`src/rtl/msx_audio_pkg.sv`:
```
// rtl/msx_audio_pkg.sv - states, widths and 16-bit saturation for the MSX audio mixer
// The DCB state exists only when MSX_MIXER_DC_BLOCK_EN is defined.
package msx_audio_pkg;
  localparam int SAMPLE_W = 16;
  localparam int GAIN_W   = 4;

  typedef enum logic [2:0] {
    IDLE,
    ACC,
    SAT,
`ifdef MSX_MIXER_DC_BLOCK_EN
    DCB,
`endif
    OUT
  } mix_state_t;

  function automatic logic signed [15:0] sat16(input logic signed [31:0] x);
    if (x > 32'sd32767)
      return 16'sh7fff;
    else if (x < -32'sd32768)
      return 16'sh8000;
    else
      return x[15:0];
  endfunction
endpackage

```
`src/rtl/msx_audio_sat.sv`:
```
// rtl/msx_audio_sat.sv - signed W-bit to 16-bit saturator (W up to 32)
module msx_audio_sat
  import msx_audio_pkg::*;
#(
  parameter int W = 21
) (
  input  logic signed [W-1:0] x,
  output logic signed [15:0]  y
);
  logic signed [31:0] x_ext;

  assign x_ext = 32'(x);
  assign y     = sat16(x_ext);
endmodule

```
`src/rtl/msx_audio_mixer.sv`:
```
// rtl/msx_audio_mixer.sv - sequential N-channel gain/pan mixer with stereo saturation
// Defining MSX_MIXER_DC_BLOCK_EN adds a one-cycle DC-blocking stage after saturation.
module msx_audio_mixer
  import msx_audio_pkg::*;
#(
  parameter int               NCH           = 4,
  parameter logic [NCH-1:0]   UNSIGNED_MASK = '0,
  parameter int               SHIFT         = 3
) (
  input  logic                       clk_sys,
  input  logic                       reset,
  input  logic                       sample_stb,
  input  logic [NCH*SAMPLE_W-1:0]    ch_in,
  input  logic [NCH*GAIN_W-1:0]      gain,
  input  logic [NCH*2-1:0]           pan,
  output logic signed [15:0]         audio_l,
  output logic signed [15:0]         audio_r,
  output logic                       audio_valid,
  output logic                       busy,
  output logic                       overrun
);
  localparam int AW = 21 + $clog2(NCH);
  localparam int IW = $clog2(NCH);
  localparam logic [IW-1:0] LAST = IW'(NCH - 1);

  mix_state_t state, state_nxt;

  logic [NCH*SAMPLE_W-1:0] ch_q, flip;
  logic [NCH*GAIN_W-1:0]   gain_q;
  logic [NCH*2-1:0]        pan_q;
  logic [IW-1:0]           idx;
  logic signed [AW-1:0]    acc_l, acc_r, term_x;
  logic signed [15:0]      smp;
  logic [GAIN_W-1:0]       g;
  logic [1:0]              p;
  logic signed [20:0]      prod, term;
  logic signed [15:0]      sat_l, sat_r;

  // Offset-binary channels become two's complement by flipping the MSB.
  always_comb begin
    flip = '0;
    for (int n = 0; n < NCH; n++)
      flip[n*SAMPLE_W + SAMPLE_W - 1] = UNSIGNED_MASK[n];
  end

  assign smp    = ch_q[idx*SAMPLE_W +: SAMPLE_W];
  assign g      = gain_q[idx*GAIN_W +: GAIN_W];
  assign p      = pan_q[idx*2 +: 2];
  assign prod   = 21'(smp) * 21'($signed({1'b0, g}));
  assign term   = prod >>> SHIFT;
  assign term_x = AW'(term);

  msx_audio_sat #(.W(AW)) u_sat_l (.x(acc_l), .y(sat_l));
  msx_audio_sat #(.W(AW)) u_sat_r (.x(acc_r), .y(sat_r));

`ifdef MSX_MIXER_DC_BLOCK_EN
  logic signed [15:0] x_l, x_r, xp_l, xp_r, yp_l, yp_r, y_l, y_r;
  logic signed [18:0] d_l, d_r;

  // y = x - x_prev + y_prev - y_prev/256; 19 bits hold the worst-case sum.
  assign d_l = 19'(x_l) - 19'(xp_l) + 19'(yp_l) - 19'(yp_l >>> 8);
  assign d_r = 19'(x_r) - 19'(xp_r) + 19'(yp_r) - 19'(yp_r >>> 8);

  msx_audio_sat #(.W(19)) u_dcb_l (.x(d_l), .y(y_l));
  msx_audio_sat #(.W(19)) u_dcb_r (.x(d_r), .y(y_r));
`endif

  always_ff @(posedge clk_sys) begin
    if (reset)
      state <= IDLE;
    else
      state <= state_nxt;
  end

  always_comb begin
    state_nxt   = state;
    busy        = (state != IDLE);
    audio_valid = (state == OUT);
    case (state)
      IDLE:    if (sample_stb) state_nxt = ACC;
      ACC:     if (idx == LAST) state_nxt = SAT;
`ifdef MSX_MIXER_DC_BLOCK_EN
      SAT:     state_nxt = DCB;
      DCB:     state_nxt = OUT;
`else
      SAT:     state_nxt = OUT;
`endif
      OUT:     state_nxt = IDLE;
      default: state_nxt = IDLE;
    endcase
  end

  always_ff @(posedge clk_sys) begin
    if (reset) begin
      ch_q    <= '0;
      gain_q  <= '0;
      pan_q   <= '0;
      idx     <= '0;
      acc_l   <= '0;
      acc_r   <= '0;
      audio_l <= '0;
      audio_r <= '0;
      overrun <= 1'b0;
`ifdef MSX_MIXER_DC_BLOCK_EN
      x_l  <= '0;
      x_r  <= '0;
      xp_l <= '0;
      xp_r <= '0;
      yp_l <= '0;
      yp_r <= '0;
`endif
    end else begin
      if (sample_stb && state != IDLE)
        overrun <= 1'b1;
      case (state)
        IDLE: if (sample_stb) begin
          ch_q   <= ch_in ^ flip;
          gain_q <= gain;
          pan_q  <= pan;
          idx    <= '0;
          acc_l  <= '0;
          acc_r  <= '0;
        end
        ACC: begin
          if (p[0]) acc_l <= acc_l + term_x;
          if (p[1]) acc_r <= acc_r + term_x;
          idx <= idx + 1'b1;
        end
`ifdef MSX_MIXER_DC_BLOCK_EN
        SAT: begin
          x_l <= sat_l;
          x_r <= sat_r;
        end
        DCB: begin
          audio_l <= y_l;
          audio_r <= y_r;
          xp_l    <= x_l;
          xp_r    <= x_r;
          yp_l    <= y_l;
          yp_r    <= y_r;
        end
`else
        SAT: begin
          audio_l <= sat_l;
          audio_r <= sat_r;
        end
`endif
        default: ;
      endcase
    end
  end
endmodule

```
`config.mk`:
```
export PLATFORM = sky130hd
export DESIGN_NAME = msx_audio_mixer
export DESIGN_NICKNAME = d
export VERILOG_FILES = /design/src/rtl/msx_audio_pkg.sv /design/src/rtl/msx_audio_sat.sv /design/src/rtl/msx_audio_mixer.sv
export SDC_FILE = /design/constraint.sdc
export NUM_CORES = 1
export LEC_CHECK = 0
export BUFFER_PORTS_ARGS = -buffer_cell sky130_fd_sc_hd__buf_2
export CORE_ASPECT_RATIO = 0.8
export CORE_MARGIN = 10
export CORE_UTILIZATION = 43
export DETAILED_ROUTE_END_ITERATION = 7
export PLACE_DENSITY = 0.72
export SLEW_MARGIN = 10
export SYNTH_ARGS = -nofsm -noshare
export SYNTH_HDL_FRONTEND = slang
export SYNTH_SLANG_ARGS = --single-unit
```
`constraint.sdc`:
```
create_clock -name clk_sys -period 6.65 [get_ports clk_sys]
set_input_delay 1.33 -clock clk_sys [delete_from_list [all_inputs] [get_ports clk_sys]]
set_output_delay 1.33 -clock clk_sys [all_outputs]
set_load 0.02 [all_outputs]
```
==> summary.txt <==
run status -> complete, no violations
Antenna diodes -> 0
Largest stage delay, worst path -> 0.55 ns
Peak Freq -> 156.2 MHz
capturing point of the worst reg2reg path -> acc_l[20]
R2R depth -> 27
Placeable Area -> 0.02537 mm^2
Seq cells post-synth -> 171
Antenna Violating Nets Remaining -> 0
Synth area leader -> dfxtp_1
Yosys top cell area share -> 30.77%
CTS root buf -> clkbuf_16
# nets final -> 1667
Overall Global Routing Usage -> 17.06%
Buffers on Ports -> 125
Clock Latency Late Sink -> 0.44 ns
largest cells by area after synthesis -> dfxtp_1 (31%), ha_1 (10%), a21oi_1 (8.2%)
Synth cell types -> 59
Vias -> 9517
number of vias per cell -> 5.326
beginning of the critical path -> idx[0]
# fillers -> 2402
site row count -> 52
ys flop type -> dfxtp_1
DP HPWL -> 21370 um
Peak VDD IR -> 0.2001 mV
CTS tree -> built
Syn Std Cell Area -> 0.01112 mm^2
IO Pins -> 126
CTS HTree Levels -> 4
die width -> 199.8 um
RR Startpoint -> idx[0]
Starting Density -> 43.84%
R2R Setup Slk -> 0.25 ns
Crit. End Element -> flip-flop
most frequent cell after synthesis -> nand2_1
CTS Sinks -> 171
vias in the first global route -> 9182
post-route minimum period -> 6.402 ns
crit path DAT -> 6.73 ns
largest net degree at the start of global routing -> 90
clk slew on worst S/H paths -> 0.07 ns
crit path launch type -> flip-flop
initial antenna violation count -> 0
yosys warns -> 0
DP Area -> 0.01217 mm^2
fin crit share -> 96.26%
final setup vio count -> 0
WP data required -> 6.98 ns
Max Cap Violations -> 0
Die ar. -> 0.03274 mm^2
Hold/Removal Path Class -> flip-flop to flip-flop
RSZ-0062 raised after global routing -> true
max-slew violation count -> 0
Commonest cells post-synth -> nand2_1 (213), a21oi_1 (183), dfxtp_1 (171)
Slew @ Worst Pin -> 0.9692 ns
syn_area_per_cell -> 8.352 um^2
pwr dens -> 272.2 mW/mm^2
Wirelength per Cell -> 15.95 um
Post-Synthesis Cells -> 1332
Setup crit end -> acc_l[20]
drt drc -> 0
Mapped Nets -> 1549
CP Depth -> 27
die height -> 163.9 um
sequential-to-total area share from yosys stat -> 30.77%
Setup CP Type -> flip-flop to flip-flop
worst-path maximum fanout -> 9
Worst slew margin -> 35.39%
DR iter-0 viols -> 687
first-pass iteration count of the detailed router -> 7
final instance area -> 0.01300 mm^2
Final Power -> 3.538 mW
Routed WL -> 28510 um
ratio of cells with drive above 1 in the final layout -> 16.68%
Area Overhead vs Synth -> 16.83%
first-pass GRT wire length -> 46090 um
Worst path slowest cell -> mux4_2
CTS Buffer Depth -> 2
asr flop ratio synth -> 0%
worst path bufs/invs -> 3
Leak -> 5.971 nW
GP Congestion -> 0.9303
grt ovf -> 0
number of synthesized flops with an enable pin -> 0
Final Hold Viols -> 0
CP top delay family -> adder cells
Num CTS Buffers -> 17
final setup skew -> 0.01426 ns
worst register-to-register path, stage by stage (launching register included):
cell and delay [ns]:
dfxtp_4 0.39, buf_12 0.14, mux4_2 0.55, and2_1 0.20, ha_1 0.32, fa_1 0.53
inv_1 0.05, fa_1 0.52, inv_1 0.04, ha_1 0.32, o21a_1 0.19, o31a_1 0.13
a221o_1 0.38, a21o_1 0.20, a21oi_1 0.24, o21bai_1 0.10, a21oi_1 0.18, xnor2_1 0.16
ha_2 0.44, nand2_1 0.08, nand2_1 0.09, nor2_1 0.05, nor2_1 0.13, o21ai_2 0.10
o21ai_0 0.30, a31oi_1 0.15, xnor2_1 0.14, a22o_1 0.17
cell type report:
class / count / area [um^2] / area share (%)
multi-input cells: 1002 / 7231 / 55.64
flip-flops and latches: 171 / 3427 / 26.37
inverters: 94 / 352.8 / 2.715
clock buffers: 17 / 425.4 / 3.273
clock inverters: 15 / 175.2 / 1.348
well taps: 324 / 405.4 / 3.119
repair buffers: 164 / 979.7 / 7.538
worst min path at each step:
| stage | start | to | slack (ns) | cells past startpoint |
|---|---|---|---|---|
| finish | ch_q[50] | ch_q[50] | 0.45 | 2 |
| floorplan | ch_q[16] | ch_q[16] | 0.43 | 2 |
| global placement | ch_q[13] | ch_q[13] | 0.44 | 2 |
| global route | ch_q[38] | ch_q[38] | 0.47 | 2 |
| detailed placement | ch_q[16] | ch_q[16] | 0.44 | 2 |
| CTS | ch_q[16] | ch_q[16] | 0.45 | 2 |
cell families (layout without fill, tap and decap cells):
logic type               Yosys count  count (layout)  synth area share, %
multiplexers                      25              27                4.791
XOR/XNOR                          57              57                4.555
buffers and inverters            161             290                5.522
AO/OA/AOI/OAI                    381             381                20.89
adder cells (fa/ha/maj)          126             126                16.53
flip-flops                       171             171                30.77
AND/OR/NAND/NOR                  411             411                16.94
layout by cell type, fill, tap and decap left out, types with 4 or more instances in the layout:
cell type,synthesis,layout
nand2_1,213,212
ha_1,91,87
inv_8,0,4
o21ai_0,61,59
a21oi_1,183,178
xnor2_1,38,38
nand4_1,8,8
clkbuf_16,0,18
o21a_1,9,9
o21bai_1,10,10
nor3_1,6,6
a22oi_1,23,23
a31oi_1,7,6
fa_1,35,35
buf_4,0,35
dfxtp_1,171,170
a21oi_2,0,5
xor2_1,18,17
nor2b_1,14,14
mux4_2,20,20
and2_1,49,47
nand2b_1,38,38
inv_1,94,94
and3_1,6,6
buf_2,2,124
o211ai_1,4,4
nand3_1,8,8
a21o_1,36,36
mux4_1,2,4
a22o_1,19,19
nor2_1,60,60
a211oi_1,7,7
stage by stage:
stage | setup TNS (ns) | hold slack (ns) | utilization [%] | std cells | setup slack (ns)
after global routing | -0.1198 | 0.4739 | 51.22 | 1787 | -0.06142
final | 0 | 0.4547 | 51.22 | 1787 | 0.2484
after CTS | 0 | 0.4535 | 50.32 | 1778 | 0.04304
after global placement | 0 | 0.4400 | 47.94 | 1746 | 0.05585
after detailed placement | -0.1056 | 0.4438 | 47.94 | 1746 | -0.06754
after floorplan | 0 | 0.4315 | - | 1332 | 0.05272
state kept, by name, summed over array words and instances, names as in the netlist:
name and flops:
audio_r 16, state 2, acc_r 23, ch_q 64, overrun 1, acc_l 23, audio_l 16, pan_q 8
gain_q 16, idx 2
layer usage:
| layer | GRT usage [%] | up-vias | part of all wire, % |
|---|---|---|---|
| met4 | 2.954 | 0 | 0.61 |
| met3 | 4.070 | 11 | 6.1 |
| met2 | 25.98 | 234 | 45 |
| li1 | - | 4829 | - |
| met5 | 0 | - | 0 |
| met1 | 24.21 | 4443 | 49 |
power by group:
| part | total, mW | switching [mW] | leakage [nW] | internal, mW |
|---|---|---|---|---|
| clock network | 1.02 | 0.481 | 0.288 | 0.537 |
| registers | 1.23 | 0.0780 | 1.39 | 1.15 |
| logic | 1.29 | 0.776 | 4.29 | 0.519 |
| total | 3.54 | 1.33 | 5.97 | 2.20 |
repair_timing:
item                                    in CTS  in global routing
buffers inserted                             0                  6
gates cloned                                 0                  3
pin swaps                                    0                  5
endpoints found under the setup margin       4                 15
endpoints found under the hold margin        0                  0
gates resized for setup                      2                 22
hold buffers                                 0                  0
No activity file was read; power rests on OpenSTA's default activity.
